File: src/rtl/led_pkg.sv
// Shared mode encoding and default widths for the multi-channel LED driver.
package led_pkg;

  typedef enum logic [1:0] {
    LED_OFF   = 2'd0,
    LED_ON    = 2'd1,
    LED_BLINK = 2'd2,
    LED_PWM   = 2'd3
  } led_mode_t;

  localparam int DEF_DIV_W = 5;
  localparam int DEF_PWM_W = 8;

endpackage

File: src/rtl/led_chan.sv
// One LED channel: configuration registers, power-of-two prescaler,
// blink toggle and PWM phase counter feeding a registered LED drive.
module led_chan
  import led_pkg::*;
#(
  parameter int DIV_W = DEF_DIV_W,
  parameter int PWM_W = DEF_PWM_W
) (
  input  logic             clk100,
  input  logic             rst,
  input  logic             wr_i,
  input  logic             clr_i,
  input  led_mode_t        mode_i,
  input  logic [DIV_W-1:0] div_i,
  input  logic [PWM_W-1:0] duty_i,
  output logic             led_o
);

  // Wide enough to count up to 2^max_div - 1 for the largest exponent.
  localparam int PRE_W = (1 << DIV_W) - 1;

  function automatic logic [PRE_W-1:0] tick_mask(input logic [DIV_W-1:0] d);
    logic [PRE_W-1:0] m;
    for (int i = 0; i < PRE_W; i++) begin
      m[i] = (i < int'(d));
    end
    return m;
  endfunction

  led_mode_t        mode_q, mode_d;
  logic [DIV_W-1:0] div_q, div_d;
  logic [PWM_W-1:0] duty_q, duty_d;
  logic [PRE_W-1:0] pre_q, pre_d;
  logic [PWM_W-1:0] pwm_q, pwm_d;
  logic             blink_q, blink_d;
  logic             led_q, led_d;
  logic             tick;

  always_comb begin
    tick    = (pre_q == tick_mask(div_q));
    mode_d  = mode_q;
    div_d   = div_q;
    duty_d  = duty_q;
    pre_d   = tick ? '0 : pre_q + PRE_W'(1);
    pwm_d   = tick ? pwm_q + PWM_W'(1) : pwm_q;
    blink_d = tick ? ~blink_q : blink_q;

    if (wr_i) begin
      mode_d = mode_i;
      div_d  = div_i;
      duty_d = duty_i;
    end
    // A write restarts only its own channel; sync restarts every channel.
    if (wr_i || clr_i) begin
      pre_d   = '0;
      pwm_d   = '0;
      blink_d = 1'b0;
    end

    unique case (mode_q)
      LED_OFF:   led_d = 1'b0;
      LED_ON:    led_d = 1'b1;
      LED_BLINK: led_d = blink_q;
      LED_PWM:   led_d = (pwm_q < duty_q);
      default:   led_d = 1'b0;
    endcase
  end

  always_ff @(posedge clk100) begin
    if (rst) begin
      mode_q  <= LED_OFF;
      div_q   <= '0;
      duty_q  <= '0;
      pre_q   <= '0;
      pwm_q   <= '0;
      blink_q <= 1'b0;
      led_q   <= 1'b0;
    end else begin
      mode_q  <= mode_d;
      div_q   <= div_d;
      duty_q  <= duty_d;
      pre_q   <= pre_d;
      pwm_q   <= pwm_d;
      blink_q <= blink_d;
      led_q   <= led_d;
    end
  end

  assign led_o = led_q;

endmodule

File: src/rtl/led_cnt_multi.sv
// Multi-channel LED driver: decodes the shared write port into one-hot
// channel writes and fans sync out to every channel.
module led_cnt_multi
  import led_pkg::*;
#(
  parameter int NUM_CH = 4,
  parameter int DIV_W  = DEF_DIV_W,
  parameter int PWM_W  = DEF_PWM_W,
  parameter int SEL_W  = (NUM_CH > 1) ? $clog2(NUM_CH) : 1
) (
  input  logic              clk100,
  input  logic              rst,
  input  logic              wren_i,
  input  logic [SEL_W-1:0]  ch_sel_i,
  input  logic [1:0]        mode_i,
  input  logic [DIV_W-1:0]  div_i,
  input  logic [PWM_W-1:0]  duty_i,
  input  logic              sync_i,
  output logic [NUM_CH-1:0] led_o
);

  logic [NUM_CH-1:0] wr_vec;
  logic              sel_ok;

  // Selects at or beyond NUM_CH are dropped rather than aliased onto a channel.
  assign sel_ok = (int'(ch_sel_i) < NUM_CH);

  for (genvar c = 0; c < NUM_CH; c++) begin : g_ch
    assign wr_vec[c] = wren_i && sel_ok && (int'(ch_sel_i) == c);

    led_chan #(
      .DIV_W (DIV_W),
      .PWM_W (PWM_W)
    ) u_chan (
      .clk100 (clk100),
      .rst    (rst),
      .wr_i   (wr_vec[c]),
      .clr_i  (sync_i),
      .mode_i (led_mode_t'(mode_i)),
      .div_i  (div_i),
      .duty_i (duty_i),
      .led_o  (led_o[c])
    );
  end

endmodule

File: config.mk
export PLATFORM = sky130hd
export DESIGN_NAME = led_cnt_multi
export DESIGN_NICKNAME = d
export VERILOG_FILES = /design/src/rtl/led_pkg.sv /design/src/rtl/led_chan.sv /design/src/rtl/led_cnt_multi.sv
export SDC_FILE = /design/constraint.sdc
export NUM_CORES = 1
export LEC_CHECK = 0
export ABC_CLOCK_PERIOD_IN_PS = 5450
export BUFFER_PORTS_ARGS = -buffer_cell sky130_fd_sc_hd__buf_2
export CAP_MARGIN = 20
export CORE_UTILIZATION = 45
export DETAILED_ROUTE_END_ITERATION = 6
export PLACE_DENSITY = 0.63
export REMOVE_ABC_BUFFERS = 1
export SLEW_MARGIN = 20
export SYNTH_ARGS = -nofsm -noshare
export SYNTH_HDL_FRONTEND = slang
export SYNTH_SLANG_ARGS = --single-unit
File: constraint.sdc
create_clock -name clk100 -period 5.45 [get_ports clk100]
set_input_delay 0.8175 -clock clk100 [delete_from_list [all_inputs] [get_ports clk100]]
set_output_delay 0.8175 -clock clk100 [all_outputs]
set_load 0.01 [all_outputs]
# Word-level counts from Yosys, hierarchy flattened

Cells that the tools add are included.

Logic and storage cells: 212
Memories: 0
Bits in latches: 0
Output and inout port bits: 4
Bits in registers: 224
Bits in writable memories: 0
Bits of input ports: 21
Bits in read-only memories: 0

Reductions and logical operators: 21
Add/sub/neg operators: 8
Multipliers: 0
Multiplexer cells: 4
$lt $le $gt $ge: 128
Shifts and indexed selects: 0
Bitwise operators: 4
Div/mod/pow operators: 0
Equality and inequality tests: 19

Operator list:

| kind                    | count |
|---|---|
| $lt A5 B5 Y1 const A    | 60 |
| $lt A4 B5 Y1 const A    | 32 |
| $add A31 B1 Y31 const B | 4 |
| $eq A31 B31 Y1          | 4 |
| $lt A3 B5 Y1 const A    | 16 |
| $lt A1 B5 Y1 const A    | 8 |
| $lt A2 B5 Y1 const A    | 8 |
| $add A8 B1 Y8 const B   | 4 |
| $lt A8 B8 Y1            | 4 |
| $eq A2 B2 Y1 const B    | 10 |
| $pmux W1 S4             | 4 |
| $reduce_or A3 Y1        | 4 |
| $eq A2 B1 Y1 const B    | 5 |
| $logic_not A2 Y1        | 5 |
| $reduce_or A2 Y1        | 4 |
| $logic_and A1 B1 Y1     | 4 |
| $logic_or A1 B1 Y1      | 4 |
| $not A1 Y1              | 4 |

# Depth between registers and ports, before layout

Gate-level depths: netlist of run 1.

Depth after elaboration: 4
Gate-level depth with buffers: 11
Mapped depth without buffers: 8

# Modules after synthesis

Synthesis of run 1 repeated with hierarchy kept, for this count alone.

Cell total of the unflattened synthesis: 1664
Area total of the unflattened synthesis: 13275.2 um^2

By module, submodules not included:

| module        | sequential area each (um^2) | cells each | area each (um^2) | times used |
|---|---|---|---|---|
| led_chan      | 1121.1                      | 415        | 3309.4           | 4 |
| led_cnt_multi | 0.0                         | 4          | 37.5             | 1 |

# Worst setup path after synthesis of run 1

Ideal clock, no wire load.

Path kind: input to register
Start: input ch_sel_i[0]
End: register g_ch[1].u_chan.pre_q[10]
Setup time: 0.065 ns
Arrival time: 2.376 ns
Slack: 3.009 ns
Stages: 7
Cells stage by stage: clkbuf_1 > and3b_1 > clkbuf_1 > nor3_1 > o21ai_1 > clkbuf_1 > nor2_1

Cells in the longest elaborated chain, start to end: 4

RTL lines:

| item                              | RTL line            | text |
|---|---|---|
| from (decl)                       | led_cnt_multi.sv:14 | `input logic [SEL_W-1:0] ch_sel_i,` |
| $eq A2 B2 Y1                      | led_cnt_multi.sv:29 | `assign wr_vec[c] = wren_i && sel_ok && (int'(ch_sel_i) == c);` |
| $logic_and A1 B1 Y1               | led_cnt_multi.sv:29 |  |
| $logic_or A1 B1 Y1                | led_chan.sv:54      | `if (wr_i \|\| clr_i) begin` |
| $reduce_or A3 Y1 (no source line) | n/a                 |  |
| to (signal assigned)              | led_chan.sv:82      | `pre_q <= pre_d;` |
| to (decl)                         | led_chan.sv:33      | `logic [PRE_W-1:0] pre_q, pre_d;` |

No other way between the ends.
A chain may end at the register's enable or synchronous reset.

# Final worst setup path of run 1

Start: register g_ch[2].u_chan.div_q[2]
End: register g_ch[2].u_chan.pre_q[30]

Cells in the longest elaborated chain, start to end: 3

RTL lines:

| item                                       | RTL line       | text |
|---|---|---|
| from (decl)                                | led_chan.sv:31 | `logic [DIV_W-1:0] div_q, div_d;` |
| from (signal assigned)                     | led_chan.sv:80 | `div_q <= div_d;` |
| $lt A1 B5 Y1, or another cell as far along | led_chan.sv:25 | `m[i] = (i < int'(d));` |
| $eq A31 B31 Y1 *                           | led_chan.sv:40 | `tick = (pre_q == tick_mask(div_q));` |
| $reduce_or A3 Y1 (no source line) *        | n/a            |  |
| to (signal assigned)                       | led_chan.sv:82 |  |
| to (decl)                                  | led_chan.sv:33 |  |

Mark *: on every way between the ends. The rest lies on a longest branch, timed or not.

==> impl_metrics.csv, run 1 <==
group,metric,value,unit
run_status,status,"finished, final reports clean",
power_and_ir_drop,power_leakage,0.00503,uW
drt,postRouteAntennaNets,0,
synthesis,synth_top_area_frac,0.329,
worst_setup_path,path_class,"reg2reg",
global_routing,antenna_found_initial,3,
sta,finalCriticalPeriod,3.79,ns
synthesis,syn_area,0.0136,mm2
placed_design,port_buffers,24,
worst_setup_path,crit_path_start,"g_ch[2].u_chan.div_q[2]",
sta,setup_tns,0,ns
worst_setup_path,cp-start-kind,"flop",
synthesis,ys_seq_elements,224,
clock_tree,holdBufCountCts,0,
global_routing,first_global_vias,11100,
synthesis,synthMuxAreaShare,0.0207,
worst_setup_path,required,5.92,ns
synthesis,syn_inst,1818,
synthesis,synth_top_family_by_area,"simple AND/OR/NAND/NOR gates",
placed_design,gp_congestion,0.875,
synthesis,synth_top_cell_by_area,"dfxtp_1",
worst_setup_path,cp_top_family,"compound AO/OA/AOI/OAI gates",
floorplan,fp.dieH,176,um
worst_hold_path,hold_class,"reg2reg",
synthesis,yosys.area_share.simple,0.293,
global_routing,grt_use_total,0.224,
floorplan,start_util,0.458,
clock_tree,cts_tree,"built",
sta,fmax,264,MHz
placed_design,dpl_cell_area,0.0138,mm2
floorplan,io-pin-count,25,
synthesis,avgSynthCellArea,7.49,um2
floorplan,core_area,0.0297,mm2
sta,setup_violations,0,
worst_setup_path,crit_buf_inv,1,
worst_setup_path,crit_chain,"nand2_1 -> mux2i_1 -> a2bb2oi_1 -> a221oi_1 -> nand4_1 -> o31ai_4 -> buf_4 -> nor2_1",
worst_setup_path,path_max_fanout,27,
synthesis,synthDistinctLibCells,83,
synthesis,synth-compound-area-share,0.170,
worst_setup_path,max_stage_delay,0.89,ns
power_and_ir_drop,power_density,267,mW/mm2
worst_setup_path,slowest_stage,"dfxtp_1",
placed_design,dpl.hpwl,24700,um
layout,syn_to_final_growth,8.07,%
sta,relSlewSlack,0.293,
worst_setup_path,r2r_start,"g_ch[2].u_chan.div_q[2]",
synthesis,yosysWarnings,0,
power_and_ir_drop,vdd_drop_max,281,uV
floorplan,row_count,63,
sta,rsz0062_at_grt,"false",
synthesis,synth_xor_area_frac,0.0882,
worst_setup_path,cp-end-kind,"flop",
layout,regArea,0.00449,mm2
drt,wirelength,34600,um
worst_hold_path,min_from,"g_ch[1].u_chan.duty_q[3]",
drt,wl_per_cell,16.0,um
floorplan,die_width,176,um
sta,finalClockSkew,0.0302,ns
sta,maxSlewViolCount,0,
clock_tree,clock_path_buffers,3,
worst_setup_path,arrival,4.25,ns
global_routing,grt_max_degree,40,
floorplan,die_area,0.0309,mm2
layout,fin_area,0.0147,mm2
clock_tree,htree_levels,1,
synthesis,netlist_top_cells_area,"dfxtp_1, nand2_1, nor2_1",
synthesis,synth_common_cells,"nand2_1, dfxtp_1, nor2_1",
synthesis,synth-adder-area-share,0.0353,
sta,worstMarginPinSlew,1.06,ns
sta,finalHoldViolCount,0,
clock_tree,clock_sinks,224,
clock_tree,cts-root-buf,"clkbuf_16",
global_routing,overflow,0,
drt,drcViolationCount,0,
synthesis,synthFlopType,"dfxtp_1",
drt,vias,12200,
clock_tree,insertion_delay,0.58,ns
sta,fin_crit_sh,0.695,
layout,finalNetCount,1807,
job,maxCapViolCount,0,
drt,drt-pass1-iter-count,5,
synthesis,ys_async_sr_fraction,0,
synthesis,yosysSeqAreaShare,0.329,
clock_tree,numCtsBuffers,27,
synthesis,synth_edf_count,0,
layout,fillers,2875,
layout,multi_input_area,0.00830,mm2
drt,drt-initial-drc-count,934,
clock_tree,cts_resized,0,
clock_tree,clk_pin_slew_worst_paths,0.06,ns
layout,post_route_cells_drive_above_1_share,0.0622,
synthesis,yosysMostFrequentCell,"nand2_1",
drt,vias_per_cell,5.64,
clock_tree,cts_setup_buffers,0,
global_routing,grt_pass1_wl,57100,um
## placed cells by master (no fill, tap or decap), types with 43 or more instances in the layout
cell / n
nand2_1: 230
dfxtp_1: 223
nor2_1: 216
a21oi_1: 129
nand3_1: 83
inv_1: 73
xor2_1: 71
xnor2_1: 66
o21ai_0: 52
nor3_1: 49
nand4_1: 43
## flip-flops by register name, indices dropped and copies added, names as in the netlist
| name | count |
|---|---|
| g_ch.u_chan.led_o | 4 |
| g_ch.u_chan.pre_q | 124 |
| g_ch.u_chan.pwm_q | 32 |
| g_ch.u_chan.div_q | 20 |
| g_ch.u_chan.mode_q | 8 |
| g_ch.u_chan.blink_q | 4 |
| g_ch.u_chan.duty_q | 32 |
## worst paths after layout
path                            cells after the start                        to  slack (ns)
worst max-delay path                                8  g_ch[2].u_chan.pre_q[30]        1.66
worst min register to register                      2  g_ch[1].u_chan.duty_q[3]        0.45
worst max register to register                      8  g_ch[2].u_chan.pre_q[30]        1.66
worst min-delay path                                2  g_ch[1].u_chan.duty_q[3]        0.45
## worst register-to-register path: stages (launching register included)
cell and delay, ns:
dfxtp_1 0.89, nand2_1 0.33, mux2i_1 0.19, a2bb2oi_1 0.14, a221oi_1 0.35, nand4_1 0.59, o31ai_4 0.78, buf_4 0.34
nor2_1 0.08
## per-stage QoR
stage | std cells | hold WS (ns) | total power [uW] | worst slack (ns) | util
2_1_floorplan | 1683 | 0.430 | 1970 | 1.24 | -
3_3_place_gp | 2110 | 0.444 | 2090 | 1.66 | 0.463
3_5_place_dp | 2111 | 0.446 | 2100 | 1.75 | 0.464
4_1_cts | 2159 | 0.455 | 3970 | 1.74 | 0.495
5_1_grt | 2159 | 0.476 | 4090 | 1.42 | 0.495
6_report | 2160 | 0.454 | 3930 | 1.66 | 0.495
## cells by family after synthesis
group / count (synthesis)
AO/OA/AOI/OAI: 359
XOR/XNOR: 137
adder cells (fa/ha/maj): 39
buffers and inverters: 210
flip-flops: 224
multiplexers: 28
AND/OR/NAND/NOR: 821
## power by group
| group | switching (uW) | internal, uW |
|---|---|---|
| Combinational | 230 | 126 |
| Sequential | 48.4 | 1660 |
| Clock | 742 | 1120 |
| Total | 1020 | 2910 |
## cell type report
class	instances	share of cell area
antenna	1	0.000170
clock buffer	33	0.0509
clock inverter	15	0.0118
inverter	75	0.0191
multi-input combinational	1384	0.564
sequential	224	0.305
tap	390	0.0332
timing repair buffer	38	0.0158
## routing by layer
| layer | up-vias | wire length [um] | global-route usage |
|---|---|---|---|
| met1 | 5637 | 16200 | 0.299 |
| met3 | 75 | 1920 | 0.0418 |
| met4 | 2 | 1090 | 0.0790 |
| li1 | 6210 | - | - |
| met2 | 264 | 15400 | 0.359 |
| met5 | - | 13 | 0 |
(Power assumes the default switching activity.)
==> inputs of run 2 (changes only) <==
- ABC_CLOCK_PERIOD_IN_PS: 5450 -> 3410
- PLACE_DENSITY: 0.63 -> 0.66
- clock period: 5.45 -> 3.41 ns (I/O delays scaled with it)
==> run 2 against run 1 <==
  * Clock power is 52% higher
  * Setup slack worse by 1.3 ns
  * Clock-buffer cell count is 3 higher
  * Critical path depth stayed put
  * Core utilization is 0.52 points higher
  * Worst hold slack worse by 0.18 ns
  * Non-clock buffer count is 28 higher
  * Cell count is 1.1% higher
  * Sequential cell count stayed put
  * Via count is 3.0% higher
==> impl_metrics.csv, run 2 (synthesized netlist as in run 1, its figures left out) <==
group,metric,value,unit
run_status,status,"finished, final reports clean",
clock_tree,numCtsBuffers,26,
job,maxCapViolCount,0,
floorplan,fp.dieH,176,um
drt,wl_per_cell,15.6,um
sta,fmax,327,MHz
placed_design,gp_congestion,0.908,
clock_tree,insertion_delay,0.54,ns
drt,postRouteAntennaNets,0,
floorplan,die_width,176,um
floorplan,start_util,0.458,
clock_tree,clock_path_buffers,3,
power_and_ir_drop,power_leakage,0.00514,uW
placed_design,dpl.hpwl,24100,um
worst_setup_path,crit_chain,"and2_1 -> o211a_1 -> a31oi_1 -> a211oi_1 -> nand4_1 -> o21ai_2 -> buf_4 -> nor2_1",
drt,drt-initial-drc-count,1139,
floorplan,row_count,63,
power_and_ir_drop,vdd_drop_max,337,uV
sta,relSlewSlack,0.349,
worst_hold_path,min_from,"duty_i[1]",
layout,antennaDiodeCount,0,
clock_tree,cts_resized,0,
global_routing,antenna_found_initial,1,
global_routing,first_global_vias,11500,
worst_hold_path,hold_class,"in2reg",
drt,drt-pass1-iter-count,6,
sta,rsz0062_at_grt,"false",
sta,finalCriticalPeriod,3.05,ns
floorplan,core_area,0.0297,mm2
sta,finalHoldViolCount,0,
worst_setup_path,r2r_slack,0.36,ns
worst_setup_path,cp-start-kind,"flop",
clock_tree,cts_setup_buffers,0,
layout,fin_area,0.0149,mm2
clock_tree,cts-root-buf,"clkbuf_16",
worst_setup_path,path_max_fanout,31,
placed_design,port_buffers,24,
worst_hold_path,min_path_cells,3,
clock_tree,clk_pin_slew_worst_paths,0.06,ns
layout,finalNetCount,1834,
worst_setup_path,path_class,"reg2reg",
worst_setup_path,r2r_cells,8,
global_routing,grt_use_total,0.220,
drt,vias,12600,
worst_setup_path,required,3.82,ns
global_routing,grt_max_degree,40,
worst_setup_path,slowest_stage,"dfxtp_1",
drt,vias_per_cell,5.75,
clock_tree,cts_tree,"built",
worst_setup_path,cp-end-kind,"flop",
clock_tree,holdBufCountCts,0,
worst_hold_path,whs_endpoint,"g_ch[1].u_chan.duty_q[1]",
worst_setup_path,reg2reg_to,"g_ch[0].u_chan.pre_q[20]",
layout,syn_to_final_growth,9.21,%
sta,finalClockSkew,0.0113,ns
sta,setup_violations,0,
layout,fillers,2880,
worst_setup_path,arrival,3.47,ns
global_routing,grt_pass1_wl,56800,um
drt,drcViolationCount,0,
clock_tree,htree_levels,1,
layout,post_route_cells_drive_above_1_share,0.0741,
sta,worstMarginPinSlew,0.971,ns
layout,reg_top3,"g_ch.u_chan.pre_q (124), g_ch.u_chan.duty_q (32), g_ch.u_chan.pwm_q (32)",
floorplan,die_area,0.0309,mm2
global_routing,overflow,0,
placed_design,dpl_cell_area,0.0140,mm2
drt,wirelength,34100,um
worst_setup_path,r2r_start,"g_ch[0].u_chan.div_q[2]",
sta,maxSlewViolCount,0,
sta,hold_ws,0.277,ns
power_and_ir_drop,power_density,414,mW/mm2
layout,mostFrequentLayoutCells,"nand2_1, dfxtp_1, nor2_1",
layout,top_register,"g_ch.u_chan.pre_q",
layout,largest_reg_flops,124,
clock_tree,clock_sinks,224,
worst_setup_path,max_stage_delay,0.83,ns
sta,fin_crit_sh,0.896,
floorplan,io-pin-count,25,
layout,final_common_cell,"nand2_1",
[run 2: cell types whose count changed in the layout (fill, tap and decap cells not counted), sizes merged]
cell	previous run	this run
diode	1	0
clkbuf	33	36
inv	77	75
buf	38	66
bufinv	3	2
clkinv	8	5
[run 2: metal layers]
metal,GRT usage,wire length (um),up-vias
met5,0,0,-
li1,-,-,6259
met4,0.0583,659,0
met1,0.306,16300,5877
met3,0.0279,2080,63
met2,0.355,15100,358
[run 2: through the flow]
step                      instances  power, uW  setup slack (ns)  TNS (ns)  utilization
after floorplan                1683       3150            -0.798    -27.22            -
after global placement         2139       3370             0.501         0        0.471
after detailed placement       2139       3380             0.421         0        0.471
after CTS                      2184       6220             0.416         0        0.500
after global routing           2184       6410            0.0662         0        0.500
final                          2184       6160             0.355         0        0.500
[run 2: final cells by class]
class,instances,area (um2),area share
Timing Repair Buffer,66,435,0.0293
Sequential cell,224,4480,0.302
Tap cell,390,488,0.0328
Inverter,75,282,0.0189
Multi-Input combinational cell,1384,8300,0.559
Clock buffer,36,769,0.0518
Clock inverter,9,104,0.00699
[run 2: critical path: cells and delay by family, from the launching register on]
family          cells  cell delay (ns)
compound gates      4             0.98
flops               1             0.83
simple gates        3             0.77
buf+inv             1             0.33
[run 2: power by group]
| part | leakage, uW | internal [uW] | switching (uW) | total [uW] |
|---|---|---|---|---|
| registers | 0.00181 | 2660 | 56.5 | 2710 |
| clock network | 0.000428 | 1710 | 1110 | 2830 |
| logic | 0.00290 | 224 | 395 | 619 |
| total | 0.00514 | 4590 | 1570 | 6160 |
[run 2: worst max path at each step]
stage,start,to
floorplan,g_ch[2].u_chan.div_q[4],g_ch[2].u_chan.pre_q[10]
global placement,g_ch[0].u_chan.div_q[2],g_ch[0].u_chan.pre_q[30]
detailed placement,g_ch[0].u_chan.div_q[2],g_ch[0].u_chan.pre_q[30]
CTS,g_ch[0].u_chan.div_q[2],g_ch[0].u_chan.pre_q[27]
global route,g_ch[0].u_chan.div_q[2],g_ch[0].u_chan.pre_q[28]
finish,g_ch[0].u_chan.div_q[2],g_ch[0].u_chan.pre_q[20]
